<file path="src/rtl/spi_pkg.sv">
// Definitions shared by the SPI master, slave and transmit queue:
// the handshake FSM state encoding and the default data word width.
package spi_pkg;

  localparam int SPI_WIDTH = 12;

  typedef enum logic [1:0] {
    ST_IDLE = 2'd0,
    ST_REQ  = 2'd1,
    ST_XFER = 2'd2,
    ST_GAP  = 2'd3
  } spi_state_t;

endpackage

</file>
<file path="src/rtl/spi_fifo.sv">
// Circular word FIFO feeding the SPI handshake FSM. The read port is
// combinational so the popped word is available in the cycle of the pop.
module spi_fifo import spi_pkg::*; #(
  parameter int WIDTH = SPI_WIDTH,
  parameter int DEPTH = 8
) (
  input  logic                     clk,
  input  logic                     rst,
  input  logic                     wr_en,
  input  logic [WIDTH-1:0]         wr_data,
  input  logic                     rd_en,
  output logic [WIDTH-1:0]         rd_data,
  output logic                     full,
  output logic                     empty,
  output logic [$clog2(DEPTH):0]   level,
  output logic                     overflow
);

  localparam int AW = $clog2(DEPTH);
  localparam int LW = $clog2(DEPTH) + 1;

  logic [WIDTH-1:0] mem [DEPTH];
  logic [AW-1:0]    wr_ptr_reg;
  logic [AW-1:0]    rd_ptr_reg;
  logic [LW-1:0]    level_reg;
  logic             overflow_reg;
  logic             push;
  logic             pop;

  assign full  = (level_reg == LW'(DEPTH));
  assign empty = (level_reg == '0);
  assign pop   = rd_en && !empty;
  // A pop in the same cycle frees the slot, so a write to a full queue still lands.
  assign push  = wr_en && (!full || pop);

  always_ff @(posedge clk) begin
    if (push) begin
      mem[wr_ptr_reg] <= wr_data;
    end
  end

  always_ff @(posedge clk or posedge rst) begin
    if (rst) begin
      wr_ptr_reg   <= '0;
      rd_ptr_reg   <= '0;
      level_reg    <= '0;
      overflow_reg <= 1'b0;
    end else begin
      overflow_reg <= wr_en && !push;
      if (push) begin
        wr_ptr_reg <= wr_ptr_reg + 1'b1;
      end
      if (pop) begin
        rd_ptr_reg <= rd_ptr_reg + 1'b1;
      end
      unique case ({push, pop})
        2'b10:   level_reg <= level_reg + 1'b1;
        2'b01:   level_reg <= level_reg - 1'b1;
        default: level_reg <= level_reg;
      endcase
    end
  end

  assign rd_data  = mem[rd_ptr_reg];
  assign level    = level_reg;
  assign overflow = overflow_reg;

endmodule

</file>
<file path="src/rtl/spi_tx_queue.sv">
// Transmit queue in front of an SPI master: buffers words and hands them
// over one at a time with a newd/cs handshake and an enforced idle gap.
module spi_tx_queue import spi_pkg::*; #(
  parameter int WIDTH   = SPI_WIDTH,
  parameter int DEPTH   = 8,
  parameter int GAP     = 4,
  parameter int TIMEOUT = 1024
) (
  input  logic                   clk,
  input  logic                   rst,
  input  logic                   wr_en,
  input  logic [WIDTH-1:0]       wr_data,
  output logic                   full,
  output logic                   empty,
  output logic [$clog2(DEPTH):0] level,
  output logic                   overflow,
  input  logic                   m_cs,
  output logic                   m_newd,
  output logic [WIDTH-1:0]       m_din,
  output logic                   busy,
  output logic                   timeout_err
);

  localparam int TW = $clog2(TIMEOUT + 1);
  localparam int GW = $clog2(GAP + 1);

  spi_state_t     state_reg, state_next;
  logic           cs_meta_reg, cs_s_reg;
  logic [TW-1:0]  wait_reg, wait_next;
  logic [GW-1:0]  gap_reg, gap_next;
  logic           err_reg, err_next;
  logic [WIDTH-1:0] din_reg;
  logic [WIDTH-1:0] fifo_rd_data;
  logic           pop;

  spi_fifo #(
    .WIDTH (WIDTH),
    .DEPTH (DEPTH)
  ) u_fifo (
    .clk      (clk),
    .rst      (rst),
    .wr_en    (wr_en),
    .wr_data  (wr_data),
    .rd_en    (pop),
    .rd_data  (fifo_rd_data),
    .full     (full),
    .empty    (empty),
    .level    (level),
    .overflow (overflow)
  );

  // m_cs toggles relative to sclk, not clk, so it is resynchronized before use.
  always_ff @(posedge clk or posedge rst) begin
    if (rst) begin
      cs_meta_reg <= 1'b1;
      cs_s_reg    <= 1'b1;
    end else begin
      cs_meta_reg <= m_cs;
      cs_s_reg    <= cs_meta_reg;
    end
  end

  always_ff @(posedge clk or posedge rst) begin
    if (rst) begin
      state_reg <= ST_IDLE;
      wait_reg  <= '0;
      gap_reg   <= '0;
      err_reg   <= 1'b0;
      din_reg   <= '0;
    end else begin
      state_reg <= state_next;
      wait_reg  <= wait_next;
      gap_reg   <= gap_next;
      err_reg   <= err_next;
      if (pop) begin
        din_reg <= fifo_rd_data;
      end
    end
  end

  always_comb begin
    state_next = state_reg;
    wait_next  = wait_reg;
    gap_next   = gap_reg;
    err_next   = err_reg;
    pop        = 1'b0;
    unique case (state_reg)
      ST_IDLE: begin
        if (!empty && cs_s_reg) begin
          state_next = ST_REQ;
          pop        = 1'b1;
          wait_next  = '0;
        end
      end
      ST_REQ: begin
        // Counter saturates one short of TIMEOUT; the flag is sticky.
        if (wait_reg == TW'(TIMEOUT - 1)) begin
          err_next = 1'b1;
        end else begin
          wait_next = wait_reg + 1'b1;
        end
        if (!cs_s_reg) begin
          state_next = ST_XFER;
        end
      end
      ST_XFER: begin
        if (cs_s_reg) begin
          state_next = ST_GAP;
          gap_next   = '0;
        end
      end
      ST_GAP: begin
        if (gap_reg == GW'(GAP - 1)) begin
          state_next = ST_IDLE;
        end else begin
          gap_next = gap_reg + 1'b1;
        end
      end
      default: state_next = ST_IDLE;
    endcase
  end

  assign m_newd      = (state_reg == ST_REQ);
  assign busy        = (state_reg != ST_IDLE);
  assign m_din       = din_reg;
  assign timeout_err = err_reg;

endmodule

</file>
<file path="config.mk">
export PLATFORM = sky130hd
export DESIGN_NAME = spi_tx_queue
export DESIGN_NICKNAME = d
export VERILOG_FILES = /design/src/rtl/spi_pkg.sv /design/src/rtl/spi_fifo.sv /design/src/rtl/spi_tx_queue.sv
export SDC_FILE = /design/constraint.sdc
export NUM_CORES = 1
export LEC_CHECK = 0
export BUFFER_PORTS_ARGS = -buffer_cell sky130_fd_sc_hd__buf_2
export CORE_UTILIZATION = 45
export DETAILED_ROUTE_END_ITERATION = 16
export GPL_ROUTABILITY_DRIVEN = 0
export SLEW_MARGIN = 20
export SYNTH_ARGS = -nofsm -noshare
export SYNTH_HDL_FRONTEND = slang
export SYNTH_HIERARCHICAL = 1
export SYNTH_SLANG_ARGS = --single-unit
</file>
<file path="constraint.sdc">
create_clock -name clk -period 3.6 [get_ports clk]
set_input_delay 0.72 -clock clk [delete_from_list [all_inputs] [get_ports clk]]
set_output_delay 0.72 -clock clk [all_outputs]
set_load 0.05 [all_outputs]
</file>
After elaboration in Yosys (flattened, before gate mapping)
Memory sizes are Yosys's and may differ from the RTL's. A register that Yosys moved wholly into a read port is not among the register bits. Index checks and enable logic that the tools add are counted.

Divide/modulo/power cells: 0. Shift operators: 0. Equal/unequal tests: 14. Multipliers: 0. Bitwise operators: 0. Reduce and logical (&&, ||, !) cells: 18. Add/subtract/negate cells: 6. Order comparisons: 0. Mux-type cells: 16.

Operators by type and width (number): 11-bit two-way mux (2); 11-bit one-hot mux with 2 select lines (1); 2-bit != test (second input constant) (6); 11-bit by 1-bit adder with 11-bit output (second input constant) (1); 11-bit by 10-bit == test with 1-bit output (second input constant) (1); 3-bit by 1-bit adder with 3-bit output (second input constant) (3); 2-bit two-way mux (4); 2-bit one-hot mux with 4 select lines (1); 4-bit one-hot mux with 2 select lines (1); 2-bit nonzero test (4); 2-bit == test (second input constant) (3); 3-bit two-way mux (2); 3-bit one-hot mux with 2 select lines (1); 3-bit AND reduction (2); 4-bit by 1-bit adder with 4-bit output (second input constant) (1); 2-bit by 1-bit == test with 1-bit output (second input constant) (2); 4-bit == test (second input constant) (1); 1-bit logical AND (4); 4-bit zero test (1); 1-bit two-way mux (4); 4-bit AND reduction (1); 4-bit by 1-bit subtractor with 4-bit output (second input constant) (1); 3-bit by 2-bit == test with 1-bit output (second input constant) (1); 1-bit zero test (3); other kinds (3) (3).

Input port bits: 16. Memory bits (read-only): 0. Logic and storage cells: 65. Bits in writable memories: 96. Memories kept: 1. Bits in registers: 30. Bits in latches: 0. Output and inout bits: 22.

Memory list: u_fifo.mem (depth 8, bits a word 12, rd ports 1, clocked after memory_dff 1, wr ports 1, line spi_fifo.sv:22) `logic [WIDTH-1:0] mem [DEPTH];`.

Depth between registers and ports, before layout
Gate-level depths: netlist (run 1).

Depth in word-level cells: 10. Gate-level depth with buffers: 14. Depth with buffers taken out: 11.

By module
Netlist (run 1), hierarchy kept.

By module, submodules not included: spi_fifo (cells each 213, instances 1, seq. area each 3158.0 um^2, area an instance 4372.9 um^2); spi_tx_queue (cells each 137, instances 1, seq. area each 778.2 um^2, area an instance 1560.2 um^2).

Worst setup path before layout (run 1)
OpenSTA, ideal clock, no wires.

Path type: reg-to-reg. Start: register u_fifo.level_reg[0], in the netlist u_fifo/level[0]. End: register u_fifo.level_reg[3], in the netlist u_fifo/level[3]. Setup slack: -0.348 ns. Arrival: 3.880 ns. Buffers on the path: 3. Required time: 3.531 ns. Period minus slack after synthesis: 3.948 ns. Stages on the path, launching flop included: 15. Library setup time: 0.069 ns. Cell sequence: dfrtp_1 or3_1 buf_6 nor2_1 and3b_1 buf_6 buf_2 o21ai_2 or2_2 inv_1 ha_1 or2_2 a21oi_1 mux2_2 nand3_1.

Cells in the longest elaborated chain, start to end: 10. Elaborated cells between the ends (all ways): 16. Classes of those cells: 2 x add/sub; 3 x eq/ne; 3 x mux; 8 x reduce/logical.

Ends and longest elaborated chain: start, declared (line spi_fifo.sv:25) `logic [LW-1:0] level_reg;`; start signal, assigned (line spi_fifo.sv:57) `2'b10: level_reg <= level_reg + 1'b1;`; start signal, assigned (line spi_fifo.sv:58) `2'b01: level_reg <= level_reg - 1'b1;`; start signal, assigned (line spi_fifo.sv:59) `default: level_reg <= level_reg;`; 4-bit zero test * (line spi_fifo.sv:31) `assign empty = (level_reg == '0);`; net empty (line spi_tx_queue.sv:14) `output logic empty,`; 1-bit zero test * (line spi_tx_queue.sv:89) `if (!empty && cs_s_reg) begin`; 1-bit logical AND * (line spi_tx_queue.sv:89); 1-bit two-way mux * (line spi_tx_queue.sv:89); 1-bit two-way mux * (line spi_tx_queue.sv:87) `unique case (state_reg)`; net pop (line spi_tx_queue.sv:34) `logic pop;`; 1-bit logical AND * (line spi_fifo.sv:32) `assign pop = rd_en && !empty;`; 1-bit logical OR (line spi_fifo.sv:34) `assign push = wr_en && (!full || pop);`; 1-bit logical AND (line spi_fifo.sv:34); 2-bit by 1-bit == test with 1-bit output / 2-bit == test (equally long branches) (line spi_fifo.sv:56) `unique case ({push, pop})`; 4-bit one-hot mux with 2 select lines / 2-bit nonzero test (equally long branches).

The timed path passes the listed nets; every way through them passes the cells marked *. A chain may end at the register's enable or synchronous reset.

Worst setup path after layout (run 1)
Start: register u_fifo.level_reg[0], in the netlist u_fifo/level[0]. End: register u_fifo.level_reg[3], in the netlist u_fifo/level[3].

Cells in the longest elaborated chain, start to end: 10. Elaborated cells between the ends (all ways): 16. Classes of those cells: 2 x add/sub; 3 x eq/ne; 3 x mux; 8 x reduce/logical.

Ends and longest elaborated chain (line): 4-bit zero test (spi_fifo.sv:31); 1-bit zero test (spi_fifo.sv:32, spi_tx_queue.sv:89); 1-bit logical AND (spi_tx_queue.sv:89); 1-bit two-way mux (spi_tx_queue.sv:89); 1-bit two-way mux (spi_tx_queue.sv:87); 1-bit logical AND (spi_fifo.sv:32); 1-bit logical OR (spi_fifo.sv:34); 1-bit logical AND (spi_fifo.sv:34); 2-bit by 1-bit == test with 1-bit output / 2-bit == test (equally long branches) (spi_fifo.sv:56); 4-bit one-hot mux with 2 select lines / 2-bit nonzero test (equally long branches).

Parallel ways exist; a longest one is shown, timed or not.

==> out/qor.yml, run 1 <==
outcome:
  status: "completed"
global_routing:
  grt_max_degree: 27
  globalRouteOverflowTotal: 0
  grt_usage_pct: 17.94
  antenna_found_initial: 0
  grt_pass1_wl_um: 16970
  grt_pass1_vias: 3154
placed_design:
  placed_cells: 559
  place.port_buffers: 37
  place_hpwl_um: 6914
logic_synthesis:
  yosys-top-cells-area: "edfxtp_1, dfrtp_1, mux4_2, mux2_2, mux4_1"
  synthSimpleGateAreaFrac_pct: 6.010
  syn-cell-area_sq_um: 5933
  synth-edff-count: 96
  ys_async_sr_fraction_pct: 30.43
  seq_area_frac_synth_pct: 66.34
  yosysTopAreaCellShare_pct: 48.59
  synth-xor-area-share_pct: 1.033
  synth_cell_types: 59
  synthAdderAreaFrac_pct: 2.868
  synth_cells: 350
  synthFlopType: "edfxtp_1"
  avgSynthCellArea_sq_um: 16.95
  synth_compound_area_share_pct: 5.146
  syn_nets: 379
  yosys-mux-area-fraction_pct: 15.54
  synth_top_family_by_area: "multiplexers"
  yosysWarnings: 6
  synth-seq-cells: 138
  synth.most_common_cell: "edfxtp_1"
  synth_top_cell_by_area: "edfxtp_1"
  ys_top_cells_by_count: "edfxtp_1, dfrtp_1, mux2_2"
cts:
  clk_pin_slew_ns: 0.06
  cts_setup_buffers: 0
  cts_tree: "done"
  cts-htree-levels: 4
  clock_path_buffers: 2
  cts_buffers: 17
  cts.sinks: 138
  cts_resized: 0
  ctsHoldBuffers: 0
  clk_latency_ns: 0.42
  root_buffer: "clkbuf_16"
die:
  fp.dieH_um: 116.8
  dieArea_sq_um: 13650
  die_x_um: 116.8
  num_rows: 41
  initial_core_util_pct: 46.64
  ios: 38
  coreArea_sq_um: 12720
timing:
  hold_viol: 0
  final.period_utilization_pct: 75.73
  setup_viol: 0
  finalMaxSlewViolations: 0
  fin_skew_ns: 0.005697
  max_slew.worst_pin.slew_ns: 1.071
  tns_ns: 0
  timing.fmax_mhz: 366.8
  max-slew-margin-rel_pct: 28.33
  fin_crit_ns: 2.726
  rsz0062_at_grt: "false"
worst_setup_path:
  required_ns: 3.95
  worst_setup_path_start_kind: "flip-flop"
  crit_path_max_fanout: 4
  rrSetupSlack_ns: 0.87
  worstPathArrival_ns: 3.08
  crit_type: "flip-flop to flip-flop"
  cp-end-kind: "flip-flop"
routing:
  drc: 0
  wl_per_cell_um: 18.20
  vias: 3120
  vias_per_cell: 5.270
  wl_um: 10780
  antenna_left: 0
  first_iter_violations: 195
  drt_first_pass_iters: 4
finish:
  num-fill-cells: 1063
  nets: 435
  seq_area_sq_um: 3936
  multi_input_area_sq_um: 1833
  drive_above_1_share_pct: 32.94
  largest_reg_flops: 96
  layout.cells.non_filler: 592
  syn2layout_area_growth_pct: 16.41
  utilization_pct: 54.29
power:
  sw_frac_of_total_pct: 34.43
  power_density_nw_per_um2: 862.3
  switchingPower_w: 0.002050
  p_comb_share_pct: 34.2
  p_int_w: 0.003905
  seqPwrFrac_pct: 37.5
  pwr-share-clk_pct: 28.2
  peakVddDrop_mv: 0.4882
  p_leak_nw: 2.632
run:
  cap_violations: 0
min_path:
  hp-class: "input port to async pin"
power groups by stage:
stage	Clock, W	Combinational, W	Sequential [W]
floorplan	0	0.00137	0.00253
global placement	0	0.00204	0.00225
detailed placement	0	0.00207	0.00227
CTS	0.00172	0.00207	0.00224
global route	0.00178	0.00222	0.00227
finish	0.00168	0.00204	0.00224
critical path, stage by stage (launching register included):
cell     delay [ns]
dfrtp_1        0.40
or3_1          0.44
nor2_4         0.11
and3b_1        0.22
o21ai_2        0.11
or2_2          0.17
inv_1          0.06
ha_1           0.30
or2_2          0.30
a21oi_1        0.16
mux2_2         0.34
nand3_1        0.06
cell usage in the layout, fill, tap and decap left out, types with 8 or more instances in the layout:
cell / count
mux4_1: 8
edfxtp_1: 96
nand2_1: 18
nor2_1: 14
mux2_2: 29
dfrtp_1: 40
mux4_2: 16
buf_2: 37
clkbuf_16: 17
ha_1: 12
inv_1: 15
buf_4: 14
o21ai_0: 12
routing by layer:
layer	track usage (%)	wire length (um)	vias to the layer above
li1	-	-	1479
met1	22.79	4912	1568
met2	28.48	5218	61
met3	6.694	512	12
met4	6.329	133	0
met5	0	0	-
cells by family (layout without fill, tap and decap cells):
logic type	after synthesis	after routing
adder cells (fa/ha/maj)	13	13
other	0	1
buffers and inverters	29	98
AO/OA/AOI/OAI	39	39
XOR/XNOR	7	7
flip-flops	138	138
multiplexers	55	55
AND/OR/NAND/NOR	69	69
per-stage QoR:
| step | worst slack, ns | total power, W | hold slack, ns | area [sq um] |
|---|---|---|---|---|
| floorplan | 0.1051 | 0.003898 | 0.3452 | 5941 |
| finish | 0.8735 | 0.005956 | 0.3025 | 6907 |
| global placement | 0.9021 | 0.004288 | 0.3605 | 6331 |
| detailed placement | 0.8608 | 0.004334 | 0.3522 | 6331 |
| CTS | 0.8457 | 0.006032 | 0.3031 | 6904 |
| global route | 0.6707 | 0.006276 | 0.3254 | 6904 |
cell type report:
type                    count  area share [%]
repair buffers             51           4.203
well taps                 172           3.116
inverters                  15          0.8152
clock buffers              17           6.159
diodes                      1         0.03623
flip-flops and latches    138           56.99
clock inverters            15           2.138
multi-input cells         183           26.54
path summary, 6_finish.rpt:
path	depth (start not counted)	from	to
min in group clk	0	cs_meta_reg	cs_s_reg
setup / recovery	11	u_fifo/level[0]	u_fifo/level[3]
hold reg to reg	0	cs_meta_reg	cs_s_reg
setup reg to reg	11	u_fifo/level[0]	u_fifo/level[3]
max in group asynchronous	3	rst	cs_meta_reg
hold / removal	2	rst	u_fifo/overflow
No activity file was read; power rests on OpenSTA's default activity.
==> run 2, diff against run 1 <==
--- a/config.mk
+++ b/config.mk
@@ -5,6 +5,7 @@
 export SDC_FILE = /design/constraint.sdc
 export NUM_CORES = 1
 export LEC_CHECK = 0
+export ABC_AREA = 1
 export BUFFER_PORTS_ARGS = -buffer_cell sky130_fd_sc_hd__buf_2
 export CORE_UTILIZATION = 45
 export DETAILED_ROUTE_END_ITERATION = 16
==> constraint.sdc (replaced) <==
create_clock -name clk -period 2.6 [get_ports clk]
set_input_delay 0.52 -clock clk [delete_from_list [all_inputs] [get_ports clk]]
set_output_delay 0.52 -clock clk [all_outputs]
set_load 0.05 [all_outputs]
==> run 2 against run 1 <==
Against the previous run: sequential cell count unchanged; register-to-register slack worse by 0.63 ns; synthesized cell count up 53%; combinational power up 51%; hold slack worse by 0.19 ns; cell count up 30%; setup slack worse by 0.63 ns; clock-buffer cell count up 2; core utilization up 0.28 points.
==> out/qor.yml, run 2 <==
global_routing:
  grt_pass1_vias: 3798
  antenna_found_initial: 0
  grt_pass1_wl_um: 19520
  met1_usage_pct: 24.50
  grt_usage_pct: 18.54
  grtUsageMet3_pct: 4.748
  grt_max_degree: 50
  grt_busiest_layer: "met2"
  grt_use_met2_pct: 28.82
  globalRouteOverflowTotal: 0
routing:
  vias: 3894
  drt_first_pass_iters: 5
  antenna_left: 0
  first_iter_violations: 225
  wl_per_cell_um: 15.27
  vias_per_cell: 5.044
  wl_um: 11790
  drc: 0
die:
  ios: 38
  num_rows: 41
  coreArea_sq_um: 12820
  fp.dieH_um: 117.7
  dieArea_sq_um: 13860
  die_x_um: 117.7
  initial_core_util_pct: 47.00
finish:
  diodes: 0
  multi_input_area_sq_um: 1887
  final_common_cell: "nand2_1"
  num-fill-cells: 1109
  seq_area_sq_um: 3941
  syn2layout_area_growth_pct: 16.11
  layout_common_cells: "nand2_1, edfxtp_1, nor2_1"
  nets: 616
  layout.cells.non_filler: 772
  drive_above_1_share_pct: 19.00
  largest_reg_flops: 96
timing:
  tns_ns: 0
  rsz0062_at_grt: "false"
  setup_viol: 0
  fin_hold_ws_ns: 0.1118
  max_slew.worst_pin.slew_ns: 0.6000
  finalMaxSlewViolations: 0
  fin_crit_ns: 2.355
  max-slew-margin-rel_pct: 59.96
  timing.fmax_mhz: 424.7
  final.period_utilization_pct: 90.57
  fin_skew_ns: 0.007342
  hold_viol: 0
logic_synthesis:
  synth-edff-count: 96
  synth_cells: 535
  yosysWarnings: 6
  ys_async_sr_fraction_pct: 30.43
  syn_nets: 564
  seq_area_frac_synth_pct: 65.31
  ys_top_cells_by_count: "nand2_1, edfxtp_1, nor2_1"
  synth_top_cell_by_area: "edfxtp_1"
  syn-cell-area_sq_um: 6027
  synth_cell_types: 39
  synthFlopType: "edfxtp_1"
  synth-seq-cells: 138
  yosysTopAreaCellShare_pct: 47.83
  yosys-top-cells-area: "edfxtp_1, dfrtp_1, nand2_1, nor2_1, o21ai_0"
  avgSynthCellArea_sq_um: 11.27
  synth.most_common_cell: "nand2_1"
placed_design:
  place_hpwl_um: 7390
  placed_cells: 740
  place.port_buffers: 37
worst_setup_path:
  worst_setup_path_start_kind: "flip-flop"
  cp-end-kind: "flip-flop"
  crit_type: "flip-flop to flip-flop"
  required_ns: 2.90
  regToRegStartpoint: "state_reg[0]"
  worstPathArrival_ns: 2.66
  crit_path_max_fanout: 4
  critPathLaunch: "state_reg[0]"
run:
  cap_violations: 0
cts:
  cts_tree: "done"
  clk_pin_slew_ns: 0.05
  cts_resized: 0
  cts.sinks: 138
  root_buffer: "clkbuf_16"
  ctsHoldBuffers: 0
  cts-htree-levels: 4
  clk_latency_ns: 0.41
  clock_path_buffers: 2
  cts_buffers: 17
  cts_setup_buffers: 0
power:
  peakVddDrop_mv: 0.5820
  power_density_nw_per_um2: 1185
  p_leak_nw: 2.859
outcome:
  status: "completed"
min_path:
  hp-class: "input port to async pin"
-- run 2: cell types whose count changed in the layout (fill, tap and decap cells not counted), sizes merged, moves of 12 or more --
cell   change
inv       +13
mux2      -29
mux2i     +12
mux4      -24
nand2    +119
nor2      +55
o21ai     +45
o22ai     +12
-- run 2: cell families after synthesis --
kind of cell	Yosys count	share of synthesized area, %
simple gates	233	17.13
fa+ha+maj	13	2.823
xor+xnor	10	1.453
buf+inv	50	4.069
compound gates	77	6.872
flops	138	65.31
mux	14	2.346
-- run 2: layer usage --
layer  share of wire [%]  up-vias
li1                    -     1923
met1                  46     1883
met2                  48       74
met3                 4.2       14
met4                 1.8        0
met5                   0        -
-- run 2: metrics by stage --
stage | setup WS, ns | total power [W] | utilization, % | cell area [sq um]
2_1_floorplan | 0.01142 | 0.005481 | - | 6083
3_5_place_dp | 0.3125 | 0.006190 | 50.38 | 6461
6_report | 0.2453 | 0.008291 | 54.57 | 6998
5_1_grt | 0.03196 | 0.008831 | 54.57 | 6998
4_1_cts | 0.2725 | 0.008377 | 54.57 | 6998
3_3_place_gp | 0.4446 | 0.006110 | 50.38 | 6461
-- run 2: worst max-delay path: stages (launching register included) --
cell and delay, ns:
dfrtp_1 0.41, inv_1 0.14, ha_1 0.18, inv_1 0.10, nor3_4 0.24, nand3_1 0.21, inv_1 0.12, ha_1 0.27
a21oi_1 0.20, nand3_1 0.10, nand2_1 0.10, nand3_1 0.07, nand2_1 0.07, inv_1 0.04
-- run 2: final cells by class --
cell class	count	area share (%)
flip-flops and latches	138	56.32
multi-input cells	347	26.96
clock buffers	19	6.186
repair buffers	52	4.255
well taps	172	3.075
inverters	31	1.716
clock inverters	13	1.484
-- run 2: power breakdown --
group / switching, W / internal, W
Clock: 0.000867 / 0.00130
Sequential: 0.000226 / 0.00282
Combinational: 0.00216 / 0.000917
Total: 0.00325 / 0.00504
-- run 2: worst paths after layout --
path,end,slack [ns],depth (start not counted)
min reg2reg,cs_s_reg,0.36,0
min,u_fifo/rd_ptr_reg[2],0.11,2
max in group asynchronous,cs_s_reg,2.06,3
max,u_fifo/level[3],0.25,13
max reg2reg,u_fifo/level[3],0.25,13
min in group clk,cs_meta_reg,0.21,1
==> run 3, diff against run 2 <==
--- a/config.mk
+++ b/config.mk
@@ -6,11 +6,10 @@
 export NUM_CORES = 1
 export LEC_CHECK = 0
 export ABC_AREA = 1
-export BUFFER_PORTS_ARGS = -buffer_cell sky130_fd_sc_hd__buf_2
-export CORE_UTILIZATION = 45
+export CORE_UTILIZATION = 23
 export DETAILED_ROUTE_END_ITERATION = 16
+export DONT_BUFFER_PORTS = 1
 export GPL_ROUTABILITY_DRIVEN = 0
-export SLEW_MARGIN = 20
 export SYNTH_ARGS = -nofsm -noshare
 export SYNTH_HDL_FRONTEND = slang
 export SYNTH_HIERARCHICAL = 1
==> run 3 against run 2 <==
Against the previous run: wire length increased by 2.0%; clock power increased by 4%; total power decreased by 0.69%; core utilization decreased by 27 points; highest routed layer unchanged; clock skew increased by 0.00066 ns; via count decreased by 6.9%; design area increased by 0.72%; cell count increased by 16%; sequential share of layout area decreased by 0.40 points; first-iteration DRC count increased by 1.3%.
==> out/qor.yml, run 3 (synthesized netlist as in run 2, its figures left out) <==
outcome:
  status: "completed"
die:
  dieArea_sq_um: 26860
  coreArea_sq_um: 25470
  ios: 38
  initial_core_util_pct: 23.66
  die_x_um: 163.9
  fp.dieH_um: 163.9
  num_rows: 58
finish:
  largest_reg_flops: 96
  nets: 581
  num-fill-cells: 2593
  drive_above_1_share_pct: 14.69
  layout_common_cells: "nand2_1, edfxtp_1, nor2_1"
  diodes: 0
  final_common_cell: "nand2_1"
  syn2layout_area_growth_pct: 16.94
cts:
  clk_latency_ns: 0.42
  cts_resized: 0
  cts_buffers: 17
  cts.sinks: 138
  cts-htree-levels: 4
  clk_pin_slew_ns: 0.06
  cts_tree: "done"
  root_buffer: "clkbuf_16"
  clock_path_buffers: 2
timing:
  fin_crit_ns: 2.312
  rsz0062_at_grt: "false"
  max_slew.worst_pin.slew_ns: 0.6189
  tns_ns: 0
  timing.fmax_mhz: 432.5
  final.period_utilization_pct: 88.93
  fin_skew_ns: 0.008000
  setup_viol: 0
  max-slew-margin-rel_pct: 58.68
  finalMaxSlewViolations: 0
  setup_slack_ns: 0.2879
  hold_viol: 0
  fin_hold_ws_ns: 0.02316
worst_setup_path:
  cp-end-kind: "flip-flop"
  crit_type: "flip-flop to flip-flop"
  worstPathArrival_ns: 2.37
  cp_slowest_stage_delay_ns: 0.51
  crit_path_max_fanout: 12
  slowest_stage: "nor3_4"
  required_ns: 2.66
  path_cells: "inv_1 -> ha_1 -> inv_1 -> nor3_4 -> nand2_4 -> nand2_4 -> nand3b_2 -> nor3_4"
  ff2ff_path_depth: 8
  worst_setup_path_start_kind: "flip-flop"
power:
  peakVddDrop_mv: 0.5205
  p_leak_nw: 2.716
  power_density_nw_per_um2: 1168
routing:
  drt_first_pass_iters: 4
  vias: 3626
  drc: 0
  first_iter_violations: 228
  wl_per_cell_um: 13.43
  wl_um: 12020
  vias_per_cell: 4.051
  antenna_left: 0
placed_design:
  place.port_buffers: 0
  place_hpwl_um: 8317
  pre_cts_slack_ns: 0.2445
min_path:
  hp-class: "input port to async pin"
global_routing:
  globalRouteOverflowTotal: 0
  antenna_found_initial: 0
  grt_pass1_vias: 3522
  grt_pass1_wl_um: 19390
  grt_max_degree: 51
  grt_usage_pct: 9.621
run:
  cap_violations: 0
-- run 3: cell types whose count changed in the layout (fill, tap and decap cells not counted), sizes merged --
cell,delta
buf,-36
inv,+8
clkinv,-7
bufinv,-1
clkbuf,-1
clkinvlp,+1
dlygate4sd3,+1
-- run 3: metrics by stage --
step	power, W	util [%]	area (sq um)	std cells
3_5_place_dp	0.006071	25.44	6481	862
5_1_grt	0.008771	27.67	7048	895
4_1_cts	0.008345	27.67	7048	895
3_3_place_gp	0.006059	25.44	6481	862
2_1_floorplan	0.005481	-	6083	535
6_report	0.008234	27.67	7048	895
-- run 3: final timing paths --
| path | start | end | slack (ns) |
|---|---|---|---|
| min reg2reg | cs_meta_reg | cs_s_reg | 0.36 |
| min | rst | state_reg[1] | 0.02 |
| max in group asynchronous | rst | u_fifo/level[2] | 1.69 |
| max | state_reg[1] | u_fifo/mem[0][10] | 0.29 |
| min in group clk | m_cs | cs_meta_reg | 0.09 |
| max reg2reg | state_reg[1] | u_fifo/mem[0][10] | 0.29 |
-- run 3: critical path, delay by kind of cell (launching register included) --
family	cells	cell delay (ns)
simple gates	5	1.15
flops	1	0.40
buf+inv	2	0.21
fa+ha+maj	1	0.18
-- run 3: cell type report --
| class | instances | area [sq um] | area share [%] |
|---|---|---|---|
| timing repair buffer | 17 | 130.1 | 1.846 |
| clock inverter | 14 | 127.6 | 1.811 |
| tap | 330 | 412.9 | 5.858 |
| inverter | 31 | 120.1 | 1.704 |
| sequential | 138 | 3941 | 55.92 |
| multi-input combinational | 347 | 1887 | 26.77 |
| clock buffer | 18 | 429.2 | 6.089 |
-- run 3: layer usage --
metal | share of wire, % | global-route usage [%]
met4 | 1.3 | 3.535
met5 | 0 | 0
met2 | 45 | 14.33
met3 | 7.6 | 4.141
met1 | 46 | 12.31
-- run 3: report_power, final --
part           switching (W)  internal (W)
logic                0.00176      0.000840
clock network       0.000993       0.00126
registers           0.000569       0.00281
-- run 3: repair_timing --
item / in CTS / in global routing
hold buffers: 1 / 0
hold endpoints to repair: 10 / 0
buffers inserted: 0 / 0
